--- src/rtl/fwd_hazard_ctrl_pkg.sv ---
//------------------------------------------------------------------------------
// Module   : fwd_hazard_pkg
// Purpose  : Shared types and constants for the forwarding / hazard controller.
//            Holds the controller state encoding, the forwarding-select width
//            helper and the "read from register file" select code.
// Ports    : none (package)
// Revision : 1.0 - initial release
//------------------------------------------------------------------------------
`default_nettype none

package fwd_hazard_pkg;

  // Controller state encoding.
  typedef enum logic [1:0] {
    RUN      = 2'd0,
    LU_STALL = 2'd1,
    MEM_WAIT = 2'd2
  } state_t;

  // Select code meaning "no forwarding, use the register file value".
  localparam int FWD_REGFILE = 0;

  // Width of the remaining-bubble counter; bubble counts run 1..15.
  localparam int LU_CNT_W = 4;

  // Width of one per-source select: codes 0..num_fwd.
  function automatic int sel_w(input int num_fwd);
    return $clog2(num_fwd + 1);
  endfunction

endpackage

`default_nettype wire

--- src/rtl/fwd_hazard_ctrl_if.sv ---
//------------------------------------------------------------------------------
// Module   : fwd_hazard_ctrl_if
// Purpose  : Bundles the pipeline-side signals seen by the forwarding / hazard
//            controller.
// Ports    : master - pipeline side (drives register ids and status, receives
//                     operand selects and stall controls)
//            slave  - controller side (the reverse)
// Revision : 1.0 - initial release
//------------------------------------------------------------------------------
`default_nettype none

interface fwd_hazard_ctrl_if
  import fwd_hazard_pkg::*;
#(
  parameter int REG_W   = 5,
  parameter int NUM_SRC = 2,
  parameter int NUM_FWD = 2,
  parameter int CNT_W   = 16
);

  localparam int SEL_W = sel_w(NUM_FWD);

  logic [NUM_SRC*REG_W-1:0] ex_rs;
  logic [NUM_SRC*REG_W-1:0] id_rs;
  logic                     id_valid;
  logic [REG_W-1:0]         ex_rd;
  logic                     ex_regwrite;
  logic                     ex_is_load;
  logic [NUM_FWD*REG_W-1:0] stage_rd;
  logic [NUM_FWD-1:0]       stage_regwrite;
  logic                     mem_busy;
  logic                     flush;
  logic [NUM_SRC*SEL_W-1:0] fwd_sel;
  logic                     stall_id;
  logic                     bubble_ex;
  logic                     freeze;
  logic [CNT_W-1:0]         stall_cycles;

  modport master (
    output ex_rs, id_rs, id_valid, ex_rd, ex_regwrite, ex_is_load,
           stage_rd, stage_regwrite, mem_busy, flush,
    input  fwd_sel, stall_id, bubble_ex, freeze, stall_cycles
  );

  modport slave (
    input  ex_rs, id_rs, id_valid, ex_rd, ex_regwrite, ex_is_load,
           stage_rd, stage_regwrite, mem_busy, flush,
    output fwd_sel, stall_id, bubble_ex, freeze, stall_cycles
  );

endinterface

`default_nettype wire

--- src/rtl/fwd_hazard_ctrl_select.sv ---
//------------------------------------------------------------------------------
// Module   : fwd_select
// Purpose  : Priority encoder for one EX source operand. Picks the nearest
//            producer stage that writes the same non-zero register.
// Ports    : rs             in  source register id
//            stage_rd       in  producer destination ids (stage 0 nearest)
//            stage_regwrite in  producer write enables
//            sel            out 0 = register file, k = stage k-1
// Revision : 1.0 - initial release
//------------------------------------------------------------------------------
`default_nettype none

module fwd_select
  import fwd_hazard_pkg::*;
#(
  parameter int REG_W   = 5,
  parameter int NUM_FWD = 2,
  parameter int SEL_W   = sel_w(NUM_FWD)
) (
  input  wire logic [REG_W-1:0]         rs,
  input  wire logic [NUM_FWD*REG_W-1:0] stage_rd,
  input  wire logic [NUM_FWD-1:0]       stage_regwrite,
  output logic      [SEL_W-1:0]         sel
);

  logic [NUM_FWD-1:0] w_match;

  for (genvar k = 0; k < NUM_FWD; k++) begin : g_match
    // x0 is hard-wired to zero and must never be forwarded.
    assign w_match[k] = stage_regwrite[k]
                      && (stage_rd[k*REG_W +: REG_W] != '0)
                      && (stage_rd[k*REG_W +: REG_W] == rs);
  end

  // Scan from the farthest stage down so the nearest match is written last.
  always_comb begin
    sel = SEL_W'(FWD_REGFILE);
    for (int k = NUM_FWD - 1; k >= 0; k--) begin
      if (w_match[k]) begin
        sel = SEL_W'(k + 1);
      end
    end
  end

endmodule

`default_nettype wire

--- src/rtl/fwd_hazard_ctrl.sv ---
//------------------------------------------------------------------------------
// Module   : fwd_hazard_ctrl
// Purpose  : Forwarding and hazard controller at the ID/EX boundary. Drives
//            the EX operand selects, load-use stall/bubble controls, the
//            memory-wait freeze, and a saturating stall-cycle counter.
// Ports    : clk  in  clock
//            rst  in  synchronous active-high reset
//            bus  slave modport of fwd_hazard_ctrl_if (register ids, status,
//                 fwd_sel, stall_id, bubble_ex, freeze, stall_cycles)
// Revision : 1.0 - initial release
//------------------------------------------------------------------------------
`default_nettype none

module fwd_hazard_ctrl
  import fwd_hazard_pkg::*;
#(
  parameter int REG_W      = 5,
  parameter int NUM_SRC    = 2,
  parameter int NUM_FWD    = 2,
  parameter int LU_BUBBLES = 1,
  parameter int CNT_W      = 16
) (
  input wire logic         clk,
  input wire logic         rst,
  fwd_hazard_ctrl_if.slave bus
);

  localparam int                  SEL_W    = sel_w(NUM_FWD);
  localparam logic [LU_CNT_W-1:0] C_RELOAD = LU_CNT_W'(LU_BUBBLES - 1);
  localparam bit                  C_MULTI  = (LU_BUBBLES > 1);

  // ---------------- forwarding ----------------
  logic [SEL_W-1:0]         w_sel [NUM_SRC];
  logic [NUM_SRC*SEL_W-1:0] w_fwd_sel;

  for (genvar j = 0; j < NUM_SRC; j++) begin : g_src
    fwd_select #(
      .REG_W   (REG_W),
      .NUM_FWD (NUM_FWD),
      .SEL_W   (SEL_W)
    ) u_sel (
      .rs             (bus.ex_rs[j*REG_W +: REG_W]),
      .stage_rd       (bus.stage_rd),
      .stage_regwrite (bus.stage_regwrite),
      .sel            (w_sel[j])
    );
  end

  always_comb begin
    w_fwd_sel = '0;
    for (int j = 0; j < NUM_SRC; j++) begin
      w_fwd_sel[j*SEL_W +: SEL_W] = w_sel[j];
    end
  end

  assign bus.fwd_sel = rst ? '0 : w_fwd_sel;

  // ---------------- load-use detect ----------------
  logic w_rs_hit;
  logic w_lu_hit;

  always_comb begin
    w_rs_hit = 1'b0;
    for (int j = 0; j < NUM_SRC; j++) begin
      if (bus.id_rs[j*REG_W +: REG_W] == bus.ex_rd) begin
        w_rs_hit = 1'b1;
      end
    end
  end

  assign w_lu_hit = bus.ex_is_load && bus.ex_regwrite && (bus.ex_rd != '0)
                  && bus.id_valid && w_rs_hit;

  // ---------------- stall / freeze control ----------------
  state_t              r_state;
  state_t              r_ret_state;
  logic [LU_CNT_W-1:0] r_cnt;
  logic [CNT_W-1:0]    r_stall_cycles;

  state_t              w_eff_state;
  state_t              w_nxt_state;
  state_t              w_nxt_ret;
  logic [LU_CNT_W-1:0] w_nxt_cnt;
  logic                w_stall;
  logic                w_bubble;
  logic                w_freeze;

  always_comb begin
    // The cycle mem_busy drops is already evaluated with the rules of the
    // state we return to, so the pipeline resumes without a dead cycle.
    w_eff_state = ((r_state == MEM_WAIT) && !bus.mem_busy) ? r_ret_state : r_state;
    w_nxt_state = w_eff_state;
    w_nxt_ret   = r_ret_state;
    w_nxt_cnt   = r_cnt;
    w_stall     = 1'b0;
    w_bubble    = 1'b0;
    w_freeze    = 1'b0;

    if (bus.mem_busy) begin
      w_freeze    = 1'b1;
      w_nxt_state = MEM_WAIT;
      if (r_state != MEM_WAIT) begin
        w_nxt_ret = r_state;
      end
    end else begin
      case (w_eff_state)
        RUN: begin
          // A flush kills the ID instruction, so its hazard is moot.
          if (!bus.flush && w_lu_hit) begin
            w_stall  = 1'b1;
            w_bubble = 1'b1;
            if (C_MULTI) begin
              w_nxt_state = LU_STALL;
              w_nxt_cnt   = C_RELOAD;
            end
          end
        end
        LU_STALL: begin
          if (bus.flush) begin
            w_nxt_state = RUN;
            w_nxt_cnt   = '0;
          end else begin
            w_stall   = 1'b1;
            w_bubble  = 1'b1;
            w_nxt_cnt = r_cnt - LU_CNT_W'(1);
            // <= also recovers from a zero count rather than wrapping.
            if (r_cnt <= LU_CNT_W'(1)) begin
              w_nxt_state = RUN;
            end
          end
        end
        default: begin
          w_nxt_state = RUN;
        end
      endcase
    end
  end

  always_ff @(posedge clk) begin
    if (rst) begin
      r_state        <= RUN;
      r_ret_state    <= RUN;
      r_cnt          <= '0;
      r_stall_cycles <= '0;
    end else begin
      r_state     <= w_nxt_state;
      r_ret_state <= w_nxt_ret;
      r_cnt       <= w_nxt_cnt;
      if ((w_stall || w_freeze) && (r_stall_cycles != {CNT_W{1'b1}})) begin
        r_stall_cycles <= r_stall_cycles + CNT_W'(1);
      end
    end
  end

  assign bus.stall_id     = w_stall  && !rst;
  assign bus.bubble_ex    = w_bubble && !rst;
  assign bus.freeze       = w_freeze && !rst;
  assign bus.stall_cycles = r_stall_cycles;

endmodule

`default_nettype wire
--- src/flat_wrapper.sv ---
// flat-port wrapper written by rule: the top's interface ports become plain ports
module fwd_hazard_ctrl_flat import fwd_hazard_pkg::*;
#(
  parameter int REG_W      = 5,
  parameter int NUM_SRC    = 2,
  parameter int NUM_FWD    = 2,
  parameter int LU_BUBBLES = 1,
  parameter int CNT_W      = 16
)
  (clk, rst, bus_ex_rs, bus_id_rs, bus_id_valid, bus_ex_rd, bus_ex_regwrite, bus_ex_is_load, bus_stage_rd, bus_stage_regwrite, bus_mem_busy, bus_flush, bus_fwd_sel, bus_stall_id, bus_bubble_ex, bus_freeze, bus_stall_cycles);
  fwd_hazard_ctrl_if #(.REG_W(REG_W), .NUM_SRC(NUM_SRC), .NUM_FWD(NUM_FWD), .CNT_W(CNT_W)) bus_i ();
  input wire logic clk;
  input wire logic rst;
  input wire logic [$bits(bus_i.ex_rs)-1:0] bus_ex_rs;
  input wire logic [$bits(bus_i.id_rs)-1:0] bus_id_rs;
  input wire logic [$bits(bus_i.id_valid)-1:0] bus_id_valid;
  input wire logic [$bits(bus_i.ex_rd)-1:0] bus_ex_rd;
  input wire logic [$bits(bus_i.ex_regwrite)-1:0] bus_ex_regwrite;
  input wire logic [$bits(bus_i.ex_is_load)-1:0] bus_ex_is_load;
  input wire logic [$bits(bus_i.stage_rd)-1:0] bus_stage_rd;
  input wire logic [$bits(bus_i.stage_regwrite)-1:0] bus_stage_regwrite;
  input wire logic [$bits(bus_i.mem_busy)-1:0] bus_mem_busy;
  input wire logic [$bits(bus_i.flush)-1:0] bus_flush;
  output wire logic [$bits(bus_i.fwd_sel)-1:0] bus_fwd_sel;
  output wire logic [$bits(bus_i.stall_id)-1:0] bus_stall_id;
  output wire logic [$bits(bus_i.bubble_ex)-1:0] bus_bubble_ex;
  output wire logic [$bits(bus_i.freeze)-1:0] bus_freeze;
  output wire logic [$bits(bus_i.stall_cycles)-1:0] bus_stall_cycles;
  assign bus_i.ex_rs = bus_ex_rs;
  assign bus_i.id_rs = bus_id_rs;
  assign bus_i.id_valid = bus_id_valid;
  assign bus_i.ex_rd = bus_ex_rd;
  assign bus_i.ex_regwrite = bus_ex_regwrite;
  assign bus_i.ex_is_load = bus_ex_is_load;
  assign bus_i.stage_rd = bus_stage_rd;
  assign bus_i.stage_regwrite = bus_stage_regwrite;
  assign bus_i.mem_busy = bus_mem_busy;
  assign bus_i.flush = bus_flush;
  assign bus_fwd_sel = bus_i.fwd_sel;
  assign bus_stall_id = bus_i.stall_id;
  assign bus_bubble_ex = bus_i.bubble_ex;
  assign bus_freeze = bus_i.freeze;
  assign bus_stall_cycles = bus_i.stall_cycles;
  fwd_hazard_ctrl #(.REG_W(REG_W), .NUM_SRC(NUM_SRC), .NUM_FWD(NUM_FWD), .LU_BUBBLES(LU_BUBBLES), .CNT_W(CNT_W)) u_core (.clk(clk), .rst(rst), .bus(bus_i));
endmodule
--- config.mk ---
export PLATFORM = sky130hd
export DESIGN_NAME = fwd_hazard_ctrl_flat
export DESIGN_NICKNAME = d
export VERILOG_FILES = /design/src/rtl/fwd_hazard_ctrl_pkg.sv /design/src/rtl/fwd_hazard_ctrl_if.sv /design/src/rtl/fwd_hazard_ctrl_select.sv /design/src/rtl/fwd_hazard_ctrl.sv /design/src/flat_wrapper.sv
export SDC_FILE = /design/constraint.sdc
export NUM_CORES = 1
export LEC_CHECK = 0
export BUFFER_PORTS_ARGS = -buffer_cell sky130_fd_sc_hd__buf_4
export CAP_MARGIN = 20
export CORE_AREA = 5 5 64 66
export DETAILED_ROUTE_END_ITERATION = 12
export DIE_AREA = 0 0 69 71
export MAX_ROUTING_LAYER = met4
export PLACE_DENSITY = 0.8
export SYNTH_ARGS = -nofsm -noshare
export SYNTH_HDL_FRONTEND = slang
export SYNTH_SLANG_ARGS = --single-unit
--- constraint.sdc ---
create_clock -name clk -period 5.7 [get_ports clk]
set_clock_uncertainty 0.1 [all_clocks]
set_input_delay 0 -clock clk [delete_from_list [all_inputs] [get_ports clk]]
set_output_delay 0 -clock clk [all_outputs]
set_load 0.005 [all_outputs]
==> flow_summary.yaml, run 1 <==
status:
  status: "complete, no violations"
clocking:
  clk_latency_ps: 320
  clk_pin_slew_worst_paths_ps: 130
  cts_made_buffers: 3
  cts_tree: "done"
  clk_path_buf_depth: 2
  post_cts_buffers: 0
  ctsHtreeMaxLevel: 1
  cts_num_sinks: 24
  root_buffer: "clkbuf_4"
synthesis:
  synth_cell_types: 37
  async_reset_ff_share_pct: 0
  yosysSeqAreaShare_pct: 29.2
  post-synth-top-area-cell: "dfxtp_1"
  yosys_warnings: 0
  synth_top_area_share_pct: 29.2
  syn_inst: 201
  synth_area_um2: 1650
  synth_area_leaders: "dfxtp_1 (29%), xor2_1 (12%), xnor2_1 (5.8%)"
  ys_ff_latch: 24
  synth.avg_cell_area_um2: 8.20
  synth_edf_count: 0
  syn-num-nets: 248
  synth-main-ff-cell: "dfxtp_1"
cells_and_area:
  n_antenna_cell: 0
  fill_cells: 330
  multi_input_area_um2: 1120
  final_cell_mix: "buf_4 (66), dfxtp_1 (24), xor2_1 (22)"
  nets: 317
  finalCoreUtilization_pct: 63.5
  seqCellArea_um2: 480
  drive_above_1_share_pct: 27.6
  final_common_cell: "buf_4"
  syn_to_final_growth_pct: 35.8
place:
  dp_hpwl_um: 3330
  gp_congestion: 0.879
  port_buffers: 66
floorplanning:
  fp.dieW_um: 69
  die_h_um: 71
  core_area_um2: 3520
  die-area_um2: 4900
  io_pins: 67
  start_util_pct: 46.8
  rows: 22
setup_path:
  critPathLaunchType: "flip-flop"
  worstSetupStartpoint: "u_core.bus.stall_cycles[0]$_SDFFE_PP0P_"
  ff2ff_setup_slack_ps: 3230
  rr_startpoint: "u_core.bus.stall_cycles[0]$_SDFFE_PP0P_"
  worst_ep_required_time_ps: 5820
  crit_path_end: "u_core.bus.stall_cycles[13]$_SDFFE_PP0P_"
  reg2regPathDepth: 7
  critPathCaptureType: "flip-flop"
  critPathMaxStageDelay_ps: 420
  crit_arrival_ps: 2600
  slowest_stage: "or4_4"
  path_max_fanout: 23
  crit_type: "reg2reg"
  crit_chain: "ha_1, nand2_1, nor3_1, or4_4, and2_4, nor4_2, mux2_1"
  timing.rr.end: "u_core.bus.stall_cycles[13]$_SDFFE_PP0P_"
global_routing:
  grtUsageTotal_pct: 18.2
  first_global_vias: 1629
  antenna_found_initial: 0
  overflow: 0
  grt_start_max_net_pins: 34
  grt_pass1_wl_um: 7290
sta:
  period_needed_ps: 2470
  finalHoldViolCount: 0
  rsz0062_at_grt: "no"
  worst_pin_slew_ps: 485
  tns_ps: 0
  slew_viol_final: 0
  slew_headroom_pct: 67.2
  final-setup-viol-count: 0
  fin_crit_sh_pct: 43.4
  timing.fmax_mhz: 405
drt:
  drtIter0Drc: 42
  ant_nets: 0
  dr.pass1.iters: 4
  post_drt_wl_per_cell_um: 13.4
  wl_um: 4230
  routed_via_density: 5.38
  drc: 0
  vias: 1699
power:
  irDropWorstVdd_uv: 76.8
  p_per_area_nw_per_um2: 145
  total_power_mw: 0.324
  p_leak_nw: 0.904
flow_run:
  drv_cap: 0
hold_path:
  holdCritPathClass: "in2reg"
  min_from: "bus_ex_is_load"
==> sequential cells by signal, summed over array words and instances, names as in the netlist <==
name	count
u_core.r_state	2
u_core.r_ret_state	2
u_core.r_cnt	4
u_core.bus.stall_cycles	16
==> how the worst min path moves through the flow <==
stage	end	slack, ps	cells past startpoint
floorplan	bus_fwd_sel[0]	50	3
global placement	u_core.r_state[0]$_SDFF_PP0_	160	2
detailed placement	u_core.r_state[0]$_SDFF_PP0_	160	2
CTS	u_core.bus.stall_cycles[2]$_SDFFE_PP0P_	200	6
global route	u_core.bus.stall_cycles[2]$_SDFFE_PP0P_	190	6
finish	u_core.bus.stall_cycles[2]$_SDFFE_PP0P_	200	6
==> power breakdown <==
group,switching [mW],internal [mW],total [mW]
logic,0.0329,0.0401,0.0730
registers,0.00322,0.170,0.173
clock network,0.0531,0.0248,0.0779
==> worst max-delay path, delay by kind of cell (launching register included) <==
family | cells | cell delay (ps)
flops | 1 | 400
simple gates | 5 | 1260
fa+ha+maj | 1 | 270
mux | 1 | 350
==> metrics by stage <==
stage | hold slack, ps | area (um2) | instances | worst slack (ps)
after CTS | 196 | 2240 | 316 | 3220
after floorplan | 52.7 | 1650 | 201 | 3390
final | 203 | 2240 | 316 | 3230
after global placement | 160 | 2160 | 308 | 3350
after detailed placement | 163 | 2160 | 308 | 3240
after global routing | 191 | 2240 | 316 | 3050
==> cell type report <==
cell class,instances,share of cell area [%]
multi-input cells,167,49.9
repair buffers,71,24.4
inverters,3,0.503
flip-flops and latches,24,21.5
clock buffers,3,1.01
well taps,48,2.68
==> kinds of logic after synthesis <==
kind of cell,after synthesis,share of synthesized area (%)
XOR/XNOR,33,17.5
buffers and inverters,10,3.04
AO/OA/AOI/OAI,36,13.2
flip-flops,24,29.2
adder cells (fa/ha/maj),3,2.28
multiplexers,5,3.26
AND/OR/NAND/NOR,90,31.5
==> Yosys cell counts, types with 3 or more instances <==
master	n
xnor2_1	11
ha_1	3
nor4_1	7
o31ai_1	6
nor2_1	17
dfxtp_1	24
mux2_1	3
xor2_1	22
o21ai_1	6
nand4_1	4
nor3_1	7
o21bai_1	4
or3_1	4
or4_1	11
a21oi_1	13
clkbuf_1	4
nand3_1	9
nor2b_1	10
inv_1	3
o21ai_0	3
nand2_1	9
==> routing by layer <==
| layer | global-route usage [%] | routed length (um) | up-vias |
|---|---|---|---|
| met4 | 5.86 | 61 | 0 |
| met5 | - | 0 | - |
| met3 | 4.40 | 318 | 5 |
| met2 | 28.8 | 1870 | 67 |
| met1 | 22.7 | 1980 | 764 |
| li1 | - | - | 863 |
==> what timing repair did <==
action                     4_1_cts  5_1_grt
hold endpoints to repair        20        0
setup endpoints to repair        0        0
resized for setup                0        0
hold buffers                     5        0
Power figures use the tool's default switching activity.
==> run 2, diff against run 1 <==
--- a/config.mk
+++ b/config.mk
@@ -7,11 +7,11 @@
 export LEC_CHECK = 0
 export BUFFER_PORTS_ARGS = -buffer_cell sky130_fd_sc_hd__buf_4
 export CAP_MARGIN = 20
-export CORE_AREA = 5 5 64 66
+export CORE_AREA = 5 5 68 70
 export DETAILED_ROUTE_END_ITERATION = 12
-export DIE_AREA = 0 0 69 71
+export DIE_AREA = 0 0 73 75
 export MAX_ROUTING_LAYER = met4
-export PLACE_DENSITY = 0.8
+export PLACE_DENSITY = 0.74
 export SYNTH_ARGS = -nofsm -noshare
 export SYNTH_HDL_FRONTEND = slang
 export SYNTH_SLANG_ARGS = --single-unit
==> constraint.sdc (replaced) <==
create_clock -name clk -period 2.2 [get_ports clk]
set_clock_uncertainty 0.1 [all_clocks]
set_input_delay 0 -clock clk [delete_from_list [all_inputs] [get_ports clk]]
set_output_delay 0 -clock clk [all_outputs]
set_load 0.005 [all_outputs]
==> run 2 against run 1 <==
Worst setup slack worse by 3200 ps. Clock power grew to 3.9 times the previous value. Wire length increased by 12%. Cell area increased by 8.8%. Via count grew 5.9%. Critical path depth unchanged. Register-to-register slack worse by 3200 ps. Flip-flop and latch count unchanged. Clock-buffer cell count rose by 1. Global-route usage down 0.98 points. Non-clock buffer count increased by 17.
==> flow_summary.yaml, run 2 (same netlist as run 1, synthesis figures left out) <==
global_routing:
  grtUsageTotal_pct: 17.2
  overflow: 0
  antenna_found_initial: 0
  grt_start_max_net_pins: 34
  first_global_vias: 1674
  grt_pass1_wl_um: 7280
setup_path:
  crit_path_end: "u_core.bus.stall_cycles[11]$_SDFFE_PP0P_"
  critPathCaptureType: "flip-flop"
  critPathLaunchType: "input pin"
  timing.rr.end: "u_core.bus.stall_cycles[11]$_SDFFE_PP0P_"
  ff2ff_setup_slack_ps: 30
  crit_type: "in2reg"
  path_max_fanout: 5
  worstSetupStartpoint: "bus_flush"
  crit_arrival_ps: 2240
  worst_ep_required_time_ps: 2270
  reg2regPathDepth: 7
  rr_startpoint: "u_core.bus.stall_cycles[9]$_SDFFE_PP0P_"
floorplanning:
  io_pins: 67
  die-area_um2: 5480
  rows: 23
  core_area_um2: 3910
  fp.dieW_um: 73
  die_h_um: 75
  start_util_pct: 42.1
drt:
  routed_via_density: 5.32
  ant_nets: 0
  vias: 1799
  wl_um: 4730
  drc: 0
  dr.pass1.iters: 4
  drtIter0Drc: 114
  post_drt_wl_per_cell_um: 14.0
  dr_wl_met2_um: 2180
  wl_met1_um: 2160
  routed.top_layer: "met4"
  dr_wl_met3_um: 315
clocking:
  root_buffer: "clkbuf_8"
  ctsHtreeMaxLevel: 1
  post_cts_buffers: 0
  clk_pin_slew_worst_paths_ps: 90
  cts_tree: "done"
  cts_made_buffers: 3
  clk_path_buf_depth: 2
  cts_num_sinks: 24
  clk_latency_ps: 270
cells_and_area:
  syn_to_final_growth_pct: 47.8
  final_cell_mix: "buf_4 (86), dfxtp_1 (23), xor2_1 (22)"
  multi_input_area_um2: 1160
  largest_reg_flops: 16
  layout.cells.non_filler: 338
  fin_area_um2: 2430
  drive_above_1_share_pct: 35.1
  seqCellArea_um2: 482
  fill_cells: 369
  final_common_cell: "buf_4"
  n_antenna_cell: 0
  nets: 336
sta:
  rsz0062_at_grt: "yes"
  worst_pin_slew_ps: 498
  timing.fmax_mhz: 460
  slew_headroom_pct: 66.3
  fin_crit_sh_pct: 98.8
  slew_viol_final: 0
  final-setup-viol-count: 0
  period_needed_ps: 2170
  finalHoldViolCount: 0
place:
  place_area_um2: 2330
  dp_hpwl_um: 3570
  place_inst: 330
  port_buffers: 66
  gp_congestion: 0.793
status:
  status: "complete, no violations"
power:
  p_leak_nw: 1.04
  irDropWorstVdd_uv: 208
  p_per_area_nw_per_um2: 393
hold_path:
  holdCritPathClass: "in2reg"
flow_run:
  drv_cap: 0
[run 2: cell count changes in the layout (fill, tap and decap cells not counted), moves of 3 or more]
cell | previous run | this run
buf_4 | 66 | 86
clkbuf_8 | 0 | 4
clkbuf_4 | 3 | 0
dlygate4sd3_1 | 5 | 2
[run 2: worst min-delay path by stage]
| stage | cells after the start | slack, ps | endpoint | startpoint |
|---|---|---|---|---|
| floorplan | 3 | 50 | bus_fwd_sel[0] | bus_ex_rs[3] |
| detailed placement | 2 | 170 | u_core.r_state[0]$_SDFF_PP0_ | bus_mem_busy |
| CTS | 2 | 10 | u_core.r_ret_state[0]$_SDFFE_PP0P_ | rst |
| global route | 2 | 30 | u_core.bus.stall_cycles[12]$_SDFFE_PP0P_ | rst |
| global placement | 2 | 170 | u_core.r_state[0]$_SDFF_PP0_ | bus_mem_busy |
| finish | 2 | 3 | u_core.bus.stall_cycles[1]$_SDFFE_PP0P_ | rst |
[run 2: layer usage]
metal / up-vias / global-route usage (%)
met2: 69 / 28.5
met3: 6 / 2.54
met1: 815 / 21.2
li1: 909 / -
met4: 0 / 6.15
met5: - / -
[run 2: through the flow]
| stage | total power [mW] | TNS, ps | hold WS, ps | worst slack, ps | utilization (%) |
|---|---|---|---|---|---|
| after floorplan | 0.544 | 0 | 52.7 | 5.29 | - |
| after global placement | 0.652 | 0 | 166 | 64.4 | 59.5 |
| after detailed placement | 0.656 | 0 | 168 | 18.3 | 59.5 |
| after CTS | 0.962 | 0 | 10.6 | 24.5 | 61.4 |
| after global routing | 0.998 | -21.8 | 28.0 | -9.79 | 62.2 |
| final | 0.957 | 0 | 3.13 | 27.1 | 62.2 |
[run 2: worst max-delay path, cell delays in order]
cell	delay [ps]
dlygate4sd3_1	530
buf_4	150
nand2b_1	160
or4_4	570
and2_4	190
nor4_1	270
mux2_1	350
[run 2: final cells by class]
| type | count | area share (%) |
|---|---|---|
| Timing Repair Buffer | 88 | 27.3 |
| Clock buffer | 4 | 2.26 |
| Tap cell | 50 | 2.57 |
| Multi-Input combinational cell | 169 | 47.6 |
| Inverter | 3 | 0.462 |
| Sequential cell | 24 | 19.8 |
[run 2: power breakdown]
| part | leakage (nW) | switching [mW] | total [mW] | internal (mW) |
|---|---|---|---|---|
| clock network | 0.0288 | 0.144 | 0.304 | 0.160 |
| logic | 0.814 | 0.0966 | 0.210 | 0.113 |
| registers | 0.194 | 0.00346 | 0.443 | 0.439 |
| total | 1.04 | 0.244 | 0.957 | 0.713 |
[run 2: repair_timing]
| action | 4_1_cts | 5_1_grt |
|---|---|---|
| resized for setup | 0 | 3 |
| hold buffers | 2 | 0 |
| hold endpoints to repair | 6 | 0 |
| endpoints found under the setup margin | 0 | 5 |
==> run 3, diff against run 2 <==
--- a/config.mk
+++ b/config.mk
@@ -7,11 +7,13 @@
 export LEC_CHECK = 0
 export BUFFER_PORTS_ARGS = -buffer_cell sky130_fd_sc_hd__buf_4
 export CAP_MARGIN = 20
-export CORE_AREA = 5 5 68 70
+export CORE_AREA = 5 5 67 69
+export CTS_BUF_LIST = sky130_fd_sc_hd__clkbuf_4
 export DETAILED_ROUTE_END_ITERATION = 12
-export DIE_AREA = 0 0 73 75
+export DIE_AREA = 0 0 72 74
 export MAX_ROUTING_LAYER = met4
-export PLACE_DENSITY = 0.74
+export PLACE_DENSITY = 0.76
+export SETUP_SLACK_MARGIN = 0.3
 export SYNTH_ARGS = -nofsm -noshare
 export SYNTH_HDL_FRONTEND = slang
 export SYNTH_SLANG_ARGS = --single-unit
==> run 3 against run 2 <==
The run now ends with hold timing left. Final cell count grew 1.2%. Combinational power is essentially flat. Cell area grew 4.8%. Flip-flop and latch count stayed put. Non-clock buffer count increased by 5. Via count increased by 2.0%. Die area is 2.7% lower. Core utilization up 3.9 points. Register-to-register slack gained 98 ps. Clock-buffer cell count shrank 1. First-iteration DRC count down 44%.
==> flow_summary.yaml, run 3 (same netlist as run 1, synthesis figures left out) <==
global_routing:
  overflow: 0
  first_global_vias: 1761
  grt_pass1_wl_um: 7660
  grtUsageTotal_pct: 18.2
  antenna_found_initial: 0
  grt_start_max_net_pins: 34
sta:
  tns_ps: 0
  finalHoldViolCount: 15
  period_needed_ps: 2070
  slew_headroom_pct: 65.8
  holdWs_ps: -50.7
  timing.fmax_mhz: 482
  final-setup-viol-count: 0
  slew_viol_final: 0
  rsz0062_at_grt: "yes"
  fin_crit_sh_pct: 94.3
  worst_pin_slew_ps: 506
cells_and_area:
  final_cell_mix: "buf_4 (87), xor2_1 (22), nor2_1 (17)"
  drive_above_1_share_pct: 42.5
  seqCellArea_um2: 490
  fill_cells: 348
  n_antenna_cell: 0
  syn_to_final_growth_pct: 54.8
  nets: 340
  multi_input_area_um2: 1220
  largest_reg_flops: 16
  final_common_cell: "buf_4"
power:
  swShare_pct: 24.4
  clkPwrFrac_pct: 32.9
  irDropWorstVdd_uv: 227
  total_power_mw: 0.981
  internal-power_mw: 0.741
  power.share.sequential_pct: 45.4
  p_leak_nw: 1.07
  p_comb_share_pct: 21.8
  p_per_area_nw_per_um2: 385
  p_sw_mw: 0.240
setup_path:
  worst_ep_required_time_ps: 2350
  critPathCaptureType: "flip-flop"
  critical_path_buf_inv_count: 0
  critPathTopFamily: "simple AND/OR/NAND/NOR gates"
  crit_type: "reg2reg"
  crit_arrival_ps: 2230
  slowest_stage: "or4_4"
  path_max_fanout: 8
  cp_common_cell: "or4_4"
  crit_chain: "and4_4, nand3_2, nor3_2, or4_4, and2_4, or4_4, a21oi_2"
  critPathMaxStageDelay_ps: 490
  critPathLaunchType: "flip-flop"
flow_run:
  drv_cap: 0
drt:
  routed_via_density: 5.37
  wl_met1_um: 1860
  ant_nets: 0
  drtIter0Drc: 64
  dr_wl_met2_um: 2240
  dr.pass1.iters: 4
  routed.top_layer: "met4"
  dr_wl_met3_um: 408
  vias: 1835
  post_drt_wl_per_cell_um: 13.3
  drc: 0
  wl_um: 4560
place:
  dp_hpwl_um: 3430
  gp_congestion: 0.847
  port_buffers: 66
clocking:
  cts_tree: "done"
  ctsHtreeMaxLevel: 1
  clk_path_buf_depth: 2
  root_buffer: "clkbuf_4"
  cts_hold_buf: 5
  cts_made_buffers: 3
  clk_pin_slew_worst_paths_ps: 150
  cts_num_sinks: 24
  clk_latency_ps: 320
status:
  status: "finished with violations"
  violations: "hold timing"
floorplanning:
  die-area_um2: 5330
  start_util_pct: 42.7
  core_area_um2: 3860
  io_pins: 67
  die_h_um: 74
  rows: 23
  fp.dieW_um: 72
hold_path:
  holdCritPathClass: "in2reg"
## run 3: cell types whose count changed in the layout (fill, tap and decap cells not counted), sizes merged
cell         previous run  this run
buf                    86        88
dlygate4sd3             2         5
clkbuf                  4         3
and2                    3         2
bufinv                  0         1
## run 3: path summary, 6_finish.rpt
check | endpoint | cells past startpoint | startpoint | slack [ps]
setup / recovery | u_core.bus.stall_cycles[15]$_SDFFE_PP0P_ | 7 | u_core.bus.stall_cycles[8]$_SDFFE_PP0P_ | 130
hold / removal | u_core.bus.stall_cycles[1]$_SDFFE_PP0P_ | 2 | rst | -50
setup reg to reg | u_core.bus.stall_cycles[15]$_SDFFE_PP0P_ | 7 | u_core.bus.stall_cycles[8]$_SDFFE_PP0P_ | 130
hold reg to reg | u_core.r_cnt[1]$_SDFFE_PP0P_ | 2 | u_core.r_cnt[1]$_SDFFE_PP0P_ | 380
## run 3: final cells by class
| cell class | count | share of cell area, % |
|---|---|---|
| well taps | 50 | 2.45 |
| flip-flops and latches | 24 | 19.2 |
| clock inverters | 1 | 1.18 |
| multi-input cells | 168 | 47.8 |
| clock buffers | 3 | 0.883 |
| inverters | 3 | 0.441 |
| repair buffers | 93 | 28.0 |
## run 3: routing by layer
metal  GRT usage, %  vias up
li1               -      922
met1           20.3      840
met2           33.4       69
met3           3.24        4
met4           5.01        0
met5              -        -
## run 3: stage by stage
step | instance area [um2] | cells | utilization, % | worst slack [ps]
floorplan | 1690 | 201 | - | 71.1
global placement | 2310 | 323 | 59.9 | 111
detailed placement | 2310 | 323 | 59.9 | 82.7
CTS | 2500 | 340 | 65.0 | 126
global route | 2550 | 342 | 66.2 | 35.9
finish | 2550 | 342 | 66.2 | 125
## run 3: repair_timing
item / CTS / global route
resized for setup: 9 / 9
endpoints found under the setup margin: 16 / 17
buffers inserted: 7 / 2
hold endpoints to repair: 20 / 13
pin swaps: 7 / 3
cloned: 1 / 0
## run 3: power by group through the flow
stage / registers [mW] / clock network, mW / logic (mW)
global placement: 0.455 / 0 / 0.200
global route: 0.446 / 0.350 / 0.235
finish: 0.445 / 0.323 / 0.213
detailed placement: 0.455 / 0 / 0.203
CTS: 0.445 / 0.330 / 0.214
floorplan: 0.459 / 0 / 0.0884
